$ cat src/rtl/dmem_arbiter.sv
// ---------------------------------------------------------------------------
// dmem_arbiter
//   Two-requester arbiter in front of a single-port data memory. Requester 0
//   is the core load/store path, requester 1 the loader/debug path. Each
//   transaction takes three cycles: IDLE (arbitrate and latch), ACCESS
//   (drive the memory) and RESP (return data and error).
//
// Ports
//   clk, rst_n                  clock, asynchronous active-low reset
//   r{0,1}_req/_we/_addr/_wdata request valid, write flag, byte address, data
//   r{0,1}_gnt                  grant pulse, high for the whole ACCESS cycle
//   r{0,1}_rvalid/_rdata/_err   completion pulse with read data and error
//   mem_address/_write_data     memory address and write data
//   mem_memorywrite/_memoryread memory write strobe and read enable
//   mem_read_data               combinational read data from the memory
//   busy                        high whenever the FSM is not in IDLE
//   txn_count                   completed transactions, wraps at 16 bits
// ---------------------------------------------------------------------------
module dmem_arbiter #(
    parameter int ADDR_W    = 64,
    parameter int DATA_W    = 64,
    parameter int MEM_BYTES = 64
) (
    input  logic              clk,
    input  logic              rst_n,
    input  logic              r0_req,
    input  logic              r0_we,
    input  logic [ADDR_W-1:0] r0_addr,
    input  logic [DATA_W-1:0] r0_wdata,
    input  logic              r1_req,
    input  logic              r1_we,
    input  logic [ADDR_W-1:0] r1_addr,
    input  logic [DATA_W-1:0] r1_wdata,
    output logic              r0_gnt,
    output logic              r0_rvalid,
    output logic [DATA_W-1:0] r0_rdata,
    output logic              r0_err,
    output logic              r1_gnt,
    output logic              r1_rvalid,
    output logic [DATA_W-1:0] r1_rdata,
    output logic              r1_err,
    output logic [ADDR_W-1:0] mem_address,
    output logic [DATA_W-1:0] mem_write_data,
    output logic              mem_memorywrite,
    output logic              mem_memoryread,
    input  logic [DATA_W-1:0] mem_read_data,
    output logic              busy,
    output logic [15:0]       txn_count
);

    localparam logic [ADDR_W-1:0] LAST_ADDR = ADDR_W'(MEM_BYTES - 8);

    typedef enum logic [1:0] {
        IDLE   = 2'd0,
        ACCESS = 2'd1,
        RESP   = 2'd2
    } state_t;

    state_t state_reg;
    state_t state_next;

    logic              last_grant_reg;   // requester granted most recently
    logic              sel_reg;          // requester owning the current transaction
    logic              we_reg;
    logic [ADDR_W-1:0] addr_reg;
    logic [DATA_W-1:0] wdata_reg;
    logic [DATA_W-1:0] rdata_reg;
    logic [15:0]       txn_count_reg;

    logic any_req;
    logic winner;
    logic legal;

    assign any_req = r0_req | r1_req;
    // On a tie the requester that did not win last time gets the slot;
    // otherwise whoever is asking wins (r1 alone -> 1, r0 alone -> 0).
    assign winner  = (r0_req & r1_req) ? ~last_grant_reg : ~r0_req;

    // Legality is judged on the latched address so the memory side never
    // sees a combinational path from the requester inputs.
    assign legal   = (addr_reg[2:0] == 3'b000) && (addr_reg <= LAST_ADDR);

    // ---------------- state register ----------------
    always_ff @(posedge clk or negedge rst_n) begin
        if (!rst_n) begin
            state_reg <= IDLE;
        end else begin
            state_reg <= state_next;
        end
    end

    // ---------------- next-state logic ----------------
    always_comb begin
        state_next = state_reg;
        case (state_reg)
            IDLE:    if (any_req) state_next = ACCESS;
            ACCESS:  state_next = RESP;
            RESP:    state_next = IDLE;
            default: state_next = IDLE;
        endcase
    end

    // ---------------- output logic ----------------
    always_comb begin
        r0_gnt          = 1'b0;
        r1_gnt          = 1'b0;
        r0_rvalid       = 1'b0;
        r1_rvalid       = 1'b0;
        r0_rdata        = '0;
        r1_rdata        = '0;
        r0_err          = 1'b0;
        r1_err          = 1'b0;
        mem_address     = '0;
        mem_write_data  = '0;
        mem_memorywrite = 1'b0;
        mem_memoryread  = 1'b0;
        busy            = (state_reg != IDLE);
        case (state_reg)
            ACCESS: begin
                r0_gnt = ~sel_reg;
                r1_gnt = sel_reg;
                if (legal) begin
                    mem_address     = addr_reg;
                    mem_memoryread  = ~we_reg;
                    mem_memorywrite = we_reg;
                    if (we_reg) mem_write_data = wdata_reg;
                end
            end
            RESP: begin
                if (sel_reg) begin
                    r1_rvalid = 1'b1;
                    r1_rdata  = rdata_reg;
                    r1_err    = ~legal;
                end else begin
                    r0_rvalid = 1'b1;
                    r0_rdata  = rdata_reg;
                    r0_err    = ~legal;
                end
            end
            default: ;
        endcase
    end

    // ---------------- datapath registers ----------------
    always_ff @(posedge clk or negedge rst_n) begin
        if (!rst_n) begin
            last_grant_reg <= 1'b1;     // requester 0 wins the first tie
            sel_reg        <= 1'b0;
            we_reg         <= 1'b0;
            addr_reg       <= '0;
            wdata_reg      <= '0;
            rdata_reg      <= '0;
            txn_count_reg  <= '0;
        end else begin
            case (state_reg)
                IDLE: begin
                    if (any_req) begin
                        last_grant_reg <= winner;
                        sel_reg        <= winner;
                        we_reg         <= winner ? r1_we    : r0_we;
                        addr_reg       <= winner ? r1_addr  : r0_addr;
                        wdata_reg      <= winner ? r1_wdata : r0_wdata;
                    end
                end
                ACCESS: begin
                    // Writes and illegal accesses return zero data.
                    rdata_reg <= (legal && !we_reg) ? mem_read_data : '0;
                end
                RESP: begin
                    txn_count_reg <= txn_count_reg + 16'd1;
                end
                default: ;
            endcase
        end
    end

    assign txn_count = txn_count_reg;

endmodule

$ cat config.mk
export PLATFORM = sky130hd
export DESIGN_NAME = dmem_arbiter
export DESIGN_NICKNAME = d
export VERILOG_FILES = /design/src/rtl/dmem_arbiter.sv
export SDC_FILE = /design/constraint.sdc
export NUM_CORES = 1
export LEC_CHECK = 0
export ABC_AREA = 1
export BUFFER_PORTS_ARGS = -buffer_cell sky130_fd_sc_hd__buf_2
export CAP_MARGIN = 20
export CORE_AREA = 2 2 234 236
export DETAILED_ROUTE_END_ITERATION = 8
export DIE_AREA = 0 0 236 238
export SKIP_CTS_REPAIR_TIMING = 1
export SLEW_MARGIN = 20
export SYNTH_ARGS = -nofsm -noshare
export SYNTH_HDL_FRONTEND = slang
export SYNTH_SLANG_ARGS = --single-unit
$ cat constraint.sdc
create_clock -name clk -period 1.9 [get_ports clk]
set_clock_uncertainty 0.15 [all_clocks]
set_input_delay 0.095 -clock clk [delete_from_list [all_inputs] [get_ports clk]]
set_output_delay 0.095 -clock clk [all_outputs]
set_load 0.03 [all_outputs]
======== Word level (Yosys, flattened, before mapping) ========
Index checks and enable logic that the tools add are counted.
operators by class
  add/subtract/negate cells ............... 1
  order comparisons ....................... 1
  equal/unequal tests ..................... 3
  muxes and demuxes ....................... 30
  bitwise gates (word level) .............. 7
  reduce and logical (&&, ||, !) cells .... 7
operator list
  cell                     number
  $mux W64                 12
  $le A64 B6 Y1 const B    1
  $add A16 B1 Y16 const B  1
  $mux W1                  16
  $not A1 Y1               5
  $pmux W2 S2              1
  $logic_not A3 Y1         1
  $eq A2 B1 Y1 const B     1
  $eq A2 B2 Y1 const B     1
  $logic_and A1 B1 Y1      2
  $logic_not A2 Y1         1
  $mux W2                  1
  $ne A2 B2 Y1 const B     1
  $reduce_and A2 Y1        1
  $reduce_bool A2 Y1       1
  $and A1 B1 Y1            1
  $logic_not A1 Y1         1
  $or A1 B1 Y1             1
storage, ports and cells
  register bits ........................... 213
  bits of input ports ..................... 326
  output and inout port bits .............. 281
  word-level logic and storage cells ...... 57

======== Logic depth before layout (Yosys ltp) ========
Gate-level depths: netlist (run 1).
  word-level depth ........................ 5
  gate-level depth with buffers ........... 9
  gate-level depth less buffers ........... 8

======== Worst setup path after synthesis (run 1) ========
Ideal clock, no wire load.
  path kind ............................... reg2out
  from .................................... reg state_reg[0]
  to ...................................... out r1_rdata[13]
  data arrival time ....................... 1.872 ns
  required time ........................... 1.655 ns
  slack ................................... -0.217 ns
  stages on the path, launching flop included .. 8
  path buffers ............................ 2
  cell sequence ........................... dfrtp_1 > inv_2 > nand2_1 > nor2_1 > inv_2 > buf_2 > buf_2 > nor2_1
between the ends
  word-level cells in the longest chain between the ends .. 2
ends and longest elaborated chain
  what                    RTL line  RTL
  start, declared         59        state_t state_reg;
  start signal, assigned  88        state_reg <= state_next;
  $eq A2 B2 Y1            118       case (state_reg)
  $mux W64                118
  end, declared           40        output logic [DATA_W-1:0] r1_rdata,
Every way passes these cells.

======== Worst setup path in the final report (run 1) ========
  from .................................... reg addr_reg[41]
  to ...................................... out mem_write_data[16]
between the ends
  word-level cells in the longest chain between the ends .. 4
ends and longest elaborated chain
  what                    RTL line  RTL
  start, declared         65        logic [ADDR_W-1:0] addr_reg;
  start signal, assigned  161       addr_reg <= winner ? r1_addr : r0_addr;
  $le A64 B6 Y1           81        assign legal = (addr_reg[2:0] == 3'b000) && (addr_reg <= LAST_ADDR);
  $logic_and A1 B1 Y1     81
  $mux W64                122       if (legal) begin
  $mux W64                118
  end, declared           43        output logic [DATA_W-1:0] mem_write_data,
Every way passes these cells.

==> flow_summary.yaml, run 1 <==
status:
  outcome: "finished, violations left"
  violations: "setup timing"
placed_design:
  io_buffers: 545
  place_area_sq_um: 15600
  dp_hpwl_mm: 32.9
  gp_congestion: 0.875
  dp_slack_ps: -524
synth:
  synth_top_family_by_area: "simple AND/OR/NAND/NOR gates"
  synth_area_per_cell_sq_um: 7.58
  synth_seq_cells: 213
  ys_warn_count: 0
  synthMuxAreaShare_pct: 0
  synth-adder-area-share_pct: 0.110
  yosys.area_share.simple_pct: 27.2
  synth-compound-area-share_pct: 10.8
  netlist_area_sq_um: 11400
  yosysSeqAreaShare_pct: 47.0
  netlist-cell-type-count: 27
  synth-xor-area-share_pct: 1.00
  syn_inst: 1498
sta:
  max_freq_mhz: 392
  drv_slew: 0
  fin_hold_ws_ps: 69.7
  setup_viol: 289
  fin_setup_tns_ps: -75900
  finalWorstSetupSlack_ps: -651
  rsz0062_at_grt: "true"
  hold_viol_final: 0
  finalCritPeriodShare_pct: 134
  period_needed_ps: 2550
grt:
  grt_max_degree: 71
  grt_pass1_wl_mm: 62.7
  antenna_found_initial: 3
  grt_overflow: 0
  grt_usage_pct: 14.2
  grt_pass1_vias: 11100
setup_path:
  cp-start-kind: "register"
  regToRegSetupSlack_ps: -160
  arrival_ps: 2310
  critical_path_required_ps: 1650
  crit_path_max_fanout: 8
  cp-end-kind: "primary output"
  setup.worst_path.class: "register to primary output"
layout:
  fin_area_sq_um: 22200
  fin_nets: 2751
  syn_to_final_growth_pct: 96.0
  drive_gt1_share_pct: 38.7
power_and_ir_drop:
  leakage_nw: 10.2
  clkPwrFrac_pct: 22.9
  vdd_drop_max_mv: 0.605
  swShare_pct: 39.9
  power.net_switching_mw: 8.32
  pwr-share-seq_pct: 31.9
  power_frac_comb_pct: 45.2
  p_int_mw: 12.5
  power_density_nw_per_um2: 938
  p_total_mw: 20.9
clock_tree:
  cts_tree: "done"
  clkLatencyLatePin_ps: 540
  cts.sinks: 213
  cts.path.max_buffers: 3
  numCtsBuffers: 25
  htreeDepth: 1
  clock-root-buffer: "clkbuf_16"
  clk_pin_slew_worst_paths_ps: 60
route:
  wl_per_cell_um: 17.6
  ant_nets: 0
  drcViolationCount: 0
  first_pass_iters: 5
  drt-initial-drc-count: 879
  vias: 14200
  drt-total-wl_mm: 55.3
  vias_per_cell: 4.54
worst_hold_path:
  hold_path.class: "input port to register"
floorplan:
  dieArea_sq_um: 56200
  initial_core_util_pct: 21.2
  core_sq_um: 53500
  die_h_um: 238
  boundaryPins: 607
  die_x_um: 236
  rows: 85
job:
  drv_cap: 0
layout by cell type, fill, tap and decap left out, types with 4 or more instances in the layout:
| master | synthesis | layout |
|---|---|---|
| conb_1 | 1 | 61 |
| buf_12 | 0 | 35 |
| inv_1 | 154 | 154 |
| nand3_1 | 9 | 7 |
| buf_4 | 68 | 90 |
| clkbuf_1 | 45 | 4 |
| buf_2 | 42 | 344 |
| xor2_1 | 5 | 5 |
| inv_2 | 7 | 5 |
| o21ai_0 | 55 | 55 |
| nor2_4 | 2 | 123 |
| a31oi_1 | 48 | 48 |
| clkinv_2 | 0 | 5 |
| o22ai_1 | 81 | 81 |
| nand2_1 | 269 | 262 |
| nor2_2 | 52 | 80 |
| nor2_1 | 320 | 171 |
| clkbuf_16 | 0 | 33 |
| nand2_2 | 0 | 4 |
| buf_6 | 5 | 196 |
| o21ai_1 | 29 | 29 |
| xnor2_1 | 8 | 8 |
| nand4_1 | 70 | 70 |
| dfrtp_1 | 212 | 212 |
| dlygate4sd3_1 | 0 | 325 |
final timing paths:
check,start,endpoint,depth (start not counted)
worst max-delay path,addr_reg[41],mem_write_data[16],10
worst min-delay path,r1_req,addr_reg[9],7
worst max register to register,addr_reg[41],rdata_reg[56],9
worst min register to register,state_reg[1],state_reg[1],1
max in group asynchronous,rst_n,addr_reg[15],4
min in group asynchronous,rst_n,rdata_reg[56],3
synthesized netlist by cell type:
library cell | count | area share [%]
inv_2 | 7 | 0.23
nor2_4 | 2 | 0.20
clkinv_1 | 1 | 0.033
o22ai_1 | 81 | 4.5
dfrtp_1 | 212 | 47
conb_1 | 1 | 0.033
inv_1 | 154 | 5.1
o21ai_0 | 55 | 2.4
nor3_2 | 1 | 0.088
nand4_1 | 70 | 3.9
dfstp_2 | 1 | 0.23
nor2_1 | 320 | 11
a31oi_1 | 48 | 2.6
buf_4 | 68 | 4.5
clkbuf_1 | 45 | 1.5
o21ai_1 | 29 | 1.3
nand3_1 | 9 | 0.40
nand2_1 | 269 | 8.9
nor3_1 | 6 | 0.26
xnor2_1 | 8 | 0.62
nand3b_1 | 1 | 0.066
buf_6 | 5 | 0.50
nor2_2 | 52 | 2.9
xor2_1 | 5 | 0.39
ha_1 | 1 | 0.11
buf_2 | 42 | 1.9
buf_1 | 5 | 0.17
area by class of cell:
type / count / area, sq um
well taps: 696 / 871
flip-flops and latches: 213 / 5330
inverters: 162 / 631
clock inverters: 10 / 109
clock buffers: 32 / 682
fillers: 4897 / 31200
diodes: 2 / 5.00
multi-input cells: 1018 / 5760
repair inverters: 2 / 32.5
repair buffers: 1002 / 8830
critical path, cell delays in order, from the launching register on:
cell and delay, ps:
dfrtp_1 380, nor2_1 120, nand3_1 110, nor2_2 140, nand2_2 90, nor2_4 190, nand3_4 90, buf_12 170
clkbuf_16 180, nor2_2 130, buf_6 150
metal layers:
| metal | GRT usage, % | wire [um] |
|---|---|---|
| met1 | 17.8 | 20600 |
| met3 | 2.93 | 3890 |
| met2 | 24.1 | 27800 |
| met5 | 0 | 27 |
| met4 | 4.86 | 3000 |
metrics by stage:
step,util (%),cells
4_1_cts,30.6,2783
3_3_place_gp,29.1,2741
3_5_place_dp,29.1,2741
5_1_grt,41.6,3136
2_1_floorplan,-,1558
6_report,41.6,3137
power by group through the flow:
stage / Combinational, mW / Clock (mW) / Sequential [mW]
after global placement: 7.50 / 0 / 6.65
final: 9.43 / 4.77 / 6.65
after CTS: 7.49 / 4.91 / 6.64
after global routing: 10.2 / 5.09 / 6.82
after floorplan: 4.49 / 0 / 6.66
after detailed placement: 7.47 / 0 / 6.71
cells by family (layout without fill, tap and decap cells):
family | count (synthesis) | count (layout)
compound gates | 213 | 213
xor+xnor | 13 | 13
fa+ha+maj | 1 | 1
buf+inv | 327 | 1208
flops | 213 | 213
other cells | 1 | 63
simple gates | 730 | 730
Power figures use the tool's default switching activity.
==> run 2: changes to the inputs <==
- ABC_AREA: 1 -> default
- CORE_AREA: 2 2 234 236 -> 2 2 236 238
- CTS_BUF_LIST: default -> sky130_fd_sc_hd__clkbuf_4
- DIE_AREA: 0 0 236 238 -> 0 0 238 240
==> flow_summary.yaml, run 2 <==
route:
  drt-total-wl_mm: 53.4
  first_pass_iters: 6
  vias_per_cell: 4.54
  drcViolationCount: 0
  wl_per_cell_um: 17.1
  drt-initial-drc-count: 519
  vias: 14200
  ant_nets: 0
layout:
  layout_commonest_cell: "dlygate4sd3_1"
  syn_to_final_growth_pct: 91.2
  seq_area_sq_um: 5330
  multi_input_area_sq_um: 6040
  layout_common_cells: "448 x dlygate4sd3_1, 436 x buf_2, 212 x dfrtp_1"
  fin_nets: 2694
  drive_gt1_share_pct: 35.3
  fillers: 4974
floorplan:
  initial_core_util_pct: 21.5
  die_h_um: 240
  rows: 86
  dieArea_sq_um: 57100
  core_sq_um: 54700
  boundaryPins: 607
  die_x_um: 238
sta:
  hold_viol_final: 0
  rsz0062_at_grt: "true"
  drv_slew: 0
  period_needed_ps: 3340
  max_freq_mhz: 299
  tightest_slew_ps: 509
  fin_hold_ws_ps: 21.5
  setup_viol: 364
  finalWorstSetupSlack_ps: -1440
  slew_headroom_pct: 66.1
  finalCritPeriodShare_pct: 176
grt:
  grt_usage_pct: 13.1
  grt_pass1_vias: 11300
  grt_max_degree: 132
  grt_overflow: 0
  grt_pass1_wl_mm: 59.1
  antenna_found_initial: 8
power_and_ir_drop:
  leakage_nw: 11.5
  vdd_drop_max_mv: 0.697
  p_total_mw: 20.8
  power_density_nw_per_um2: 929
setup_path:
  arrival_ps: 3100
  crit_path_max_fanout: 14
  critical_path_required_ps: 1650
  cp-start-kind: "register"
  setup.worst_path.class: "register to primary output"
  cp-end-kind: "primary output"
synth:
  netlist_area_sq_um: 11700
  netlist-cell-type-count: 34
  synthFlopType: "dfrtp_1"
  netlist.area_leader.share_pct: 45.2
  synth_top_cell_by_area: "dfrtp_1"
  syn_inst: 1310
  synth_area_per_cell_sq_um: 8.96
  ys_warn_count: 0
  synth_seq_cells: 213
  yosysSeqAreaShare_pct: 45.4
  async_flop_share_pct: 100
  synth.area.top_cells: "dfrtp_1 45%, mux2i_1 11%, and3_1 6.9%"
  synth_most_common_cell: "dfrtp_1"
  synth_edf_count: 0
  ys_top_cells_by_count: "212 x dfrtp_1, 141 x nor2_1, 133 x nand2_1"
worst_hold_path:
  hold_path.class: "input port to register"
clock_tree:
  numCtsBuffers: 59
  cts_tree: "done"
  clk_pin_slew_worst_paths_ps: 70
  cts.path.max_buffers: 3
  clkLatencyLatePin_ps: 780
  htreeDepth: 2
  cts.sinks: 213
  clock-root-buffer: "clkbuf_4"
status:
  violations: "setup timing"
  outcome: "finished, violations left"
placed_design:
  dp_hpwl_mm: 30.6
  gp_congestion: 0.876
  io_buffers: 545
job:
  drv_cap: 0
## run 2: kinds of logic (layout without fill, tap and decap cells)
group	Yosys count	after routing	share of synthesized area, %
AOI/OAI and AO/OA	196	196	8.43
xor gates and xnor gates	15	15	1.12
adders and majority gates	1	1	0.107
buffers and inverters	241	1281	10.3
DFF	213	213	45.4
muxes	132	132	11.3
other	1	69	0.0319
and+or+nand+nor	511	511	23.3
## run 2: power breakdown
part / switching [mW] / internal (mW) / total (mW)
logic: 5.77 / 3.66 / 9.43
clock network: 2.06 / 2.35 / 4.41
registers: 1.01 / 6.01 / 7.01
total: 8.83 / 12.0 / 20.8
## run 2: area by class of cell
class,instances,share of cell area (%)
clock inverter,25,0.847
inverter,73,1.25
tap,704,3.92
sequential,213,23.8
multi-input combinational,916,26.9
clock buffer,79,2.64
timing repair buffer,1104,40.6
antenna,8,0.0892
## run 2: through the flow
| step | setup WS [ps] | TNS [ps] | util [%] | instance area (sq um) | std cells |
|---|---|---|---|---|---|
| floorplan | -343 | -25790 | - | 12400 | 1370 |
| global placement | -845 | -94130 | 29.5 | 16100 | 2544 |
| detailed placement | -906 | -106990 | 29.5 | 16100 | 2544 |
| CTS | -1810 | -274980 | 30.9 | 16900 | 2648 |
| global route | -1580 | -255060 | 41.1 | 22400 | 3120 |
| finish | -1440 | -204760 | 41.1 | 22400 | 3122 |
## run 2: path summary, 6_finish.rpt
check,endpoint,cells after the start,slack (ps),startpoint
min in group asynchronous,wdata_reg[3],3,280,rst_n
worst max-delay path,mem_write_data[2],7,-1440,addr_reg[56]
worst max register to register,rdata_reg[56],7,-680,addr_reg[56]
worst min-delay path,addr_reg[24],4,20,r1_addr[24]
max in group asynchronous,rdata_reg[39],4,620,rst_n
worst min register to register,txn_count[15],1,340,txn_count[15]
## run 2: worst max-delay path, cell delays in order, from the launching register on
cell	delay [ps]
dfrtp_1	390
nor4_2	280
nand4_1	280
or4_4	610
buf_12	190
buf_4	160
nor3_4	200
buf_6	170
## run 2: layer usage
metal / GRT usage, % / routed length [um] / part of all wire, %
met3: 2.97 / 3720 / 7.0
met1: 15.8 / 20000 / 37
met4: 3.71 / 2610 / 4.9
met5: 0 / 0 / 0
met2: 23.3 / 27100 / 51
==> run 3: changes to the inputs <==
- CORE_AREA: 2 2 236 238 -> 2 2 234 236
- DIE_AREA: 0 0 238 240 -> 0 0 236 238
- GPL_ROUTABILITY_DRIVEN: default -> 0
==> flow_summary.yaml, run 3 (same netlist as run 2, synthesis figures left out) <==
status:
  outcome: "finished, violations left"
  violations: "setup timing"
setup_path:
  critical_path.startpoint: "addr_reg[41]"
  cp-start-kind: "register"
  crit_path_frequent_cell: "buf_12"
  crit_path_max_fanout: 11
  reg2regPathDepth: 7
  cpLargestDelayFamily: "simple AND/OR/NAND/NOR gates"
  regToRegSetupSlack_ps: -650
  path_depth: 7
  cp-end-kind: "primary output"
  arrival_ps: 3050
  critical_path_required_ps: 1650
  cp_slowest_stage_delay_ps: 560
  worstReg2RegStart: "addr_reg[41]"
  crit_end: "mem_write_data[60]"
  critical_path_buf_inv_count: 3
  r2r_end: "rdata_reg[49]"
  worstPathCellList: "nor4_1 > nand4_1 > or4_4 > buf_12 > buf_12 > nor3_4 > buf_6"
  setup.worst_path.class: "register to primary output"
  cp_slowest_cell: "or4_4"
job:
  drv_cap: 0
placed_design:
  dp_hpwl_mm: 30.9
  io_buffers: 545
  place_area_sq_um: 16100
grt:
  grt_pass1_wl_mm: 58.8
  grt_overflow: 0
  grt_pass1_vias: 11100
  grt_usage_pct: 13.3
  grt_max_degree: 67
  antenna_found_initial: 4
power_and_ir_drop:
  power_density_nw_per_um2: 926
  vdd_drop_max_mv: 0.722
  p_int_mw: 12.0
  swShare_pct: 42.2
  power.net_switching_mw: 8.74
  leakage_nw: 11.3
  pwr-share-seq_pct: 34.0
  clkPwrFrac_pct: 20.1
  p_total_mw: 20.7
  power_frac_comb_pct: 45.9
clock_tree:
  clkLatencyLatePin_ps: 740
  htreeDepth: 2
  cts.path.max_buffers: 3
  clock-root-buffer: "clkbuf_4"
  clk_pin_slew_worst_paths_ps: 60
  cts_tree: "done"
  numCtsBuffers: 57
  cts.sinks: 213
sta:
  fin_hold_ws_ps: 58.5
  max_freq_mhz: 304
  drv_slew: 0
  rsz0062_at_grt: "true"
  period_needed_ps: 3290
  hold_viol_final: 0
  finalCritPeriodShare_pct: 173
  finalWorstSetupSlack_ps: -1390
  setup_viol: 346
layout:
  drive_gt1_share_pct: 37.0
  fin_nets: 2627
  fin_area_sq_um: 22400
  layout_commonest_cell: "dlygate4sd3_1"
  syn_to_final_growth_pct: 90.4
  layout_common_cells: "390 x dlygate4sd3_1, 380 x buf_2, 211 x dfrtp_1"
route:
  drcViolationCount: 0
  ant_nets: 0
  wl_per_cell_um: 17.4
  vias_per_cell: 4.55
  first_pass_iters: 5
  vias: 13800
  drt-total-wl_mm: 52.8
  drt-initial-drc-count: 736
floorplan:
  die_h_um: 238
  dieArea_sq_um: 56200
  initial_core_util_pct: 22.0
  core_sq_um: 53500
  die_x_um: 236
  boundaryPins: 607
  rows: 85
worst_hold_path:
  hold_path.class: "input port to register"
[run 3: power groups by stage]
stage,Combinational [mW],Sequential (mW),Clock [mW]
after floorplan,5.24,6.78,0
after global placement,7.90,6.88,0
after detailed placement,8.06,6.95,0
after CTS,8.05,6.91,4.33
after global routing,10.3,7.20,4.58
final,9.51,7.04,4.17
[run 3: area by class of cell]
cell class | count | area [sq um]
fillers | 4756 | 31100
repair buffers | 1039 | 8980
multi-input cells | 916 | 6140
flip-flops and latches | 213 | 5330
well taps | 696 | 871
clock buffers | 89 | 668
inverters | 73 | 282
clock inverters | 12 | 75.1
diodes | 6 | 15.0
[run 3: per-stage QoR]
step           utilization (%)  setup slack (ps)  TNS (ps)  instances
6_report                  41.8             -1390   -193530       3044
5_1_grt                   41.8             -1540   -238980       3042
4_1_cts                   31.6             -1590   -233730       2632
3_5_place_dp              30.2              -721    -86030       2531
3_3_place_gp              30.2              -700    -83090       2531
2_1_floorplan                -              -343    -25790       1370
[run 3: worst min-delay path by stage]
stage / from / endpoint / cells past startpoint
2_1_floorplan: rst_n / addr_reg[0] / 0
3_3_place_gp: rst_n / wdata_reg[6] / 1
3_5_place_dp: rst_n / wdata_reg[6] / 1
4_1_cts: rst_n / state_reg[0] / 1
5_1_grt: mem_read_data[29] / rdata_reg[29] / 4
6_report: mem_read_data[6] / rdata_reg[6] / 4
[run 3: worst min-delay path, cell delays in order]
cell	delay [ps]
dlygate4sd3_1	540
buf_2	120
nand2_1	50
o21ai_0	80
[run 3: routing by layer]
metal | track usage (%) | routed length [um]
met1 | 15.8 | 19700
met2 | 23.0 | 26100
met3 | 3.19 | 3940
met4 | 5.40 | 3020
met5 | 0 | 0
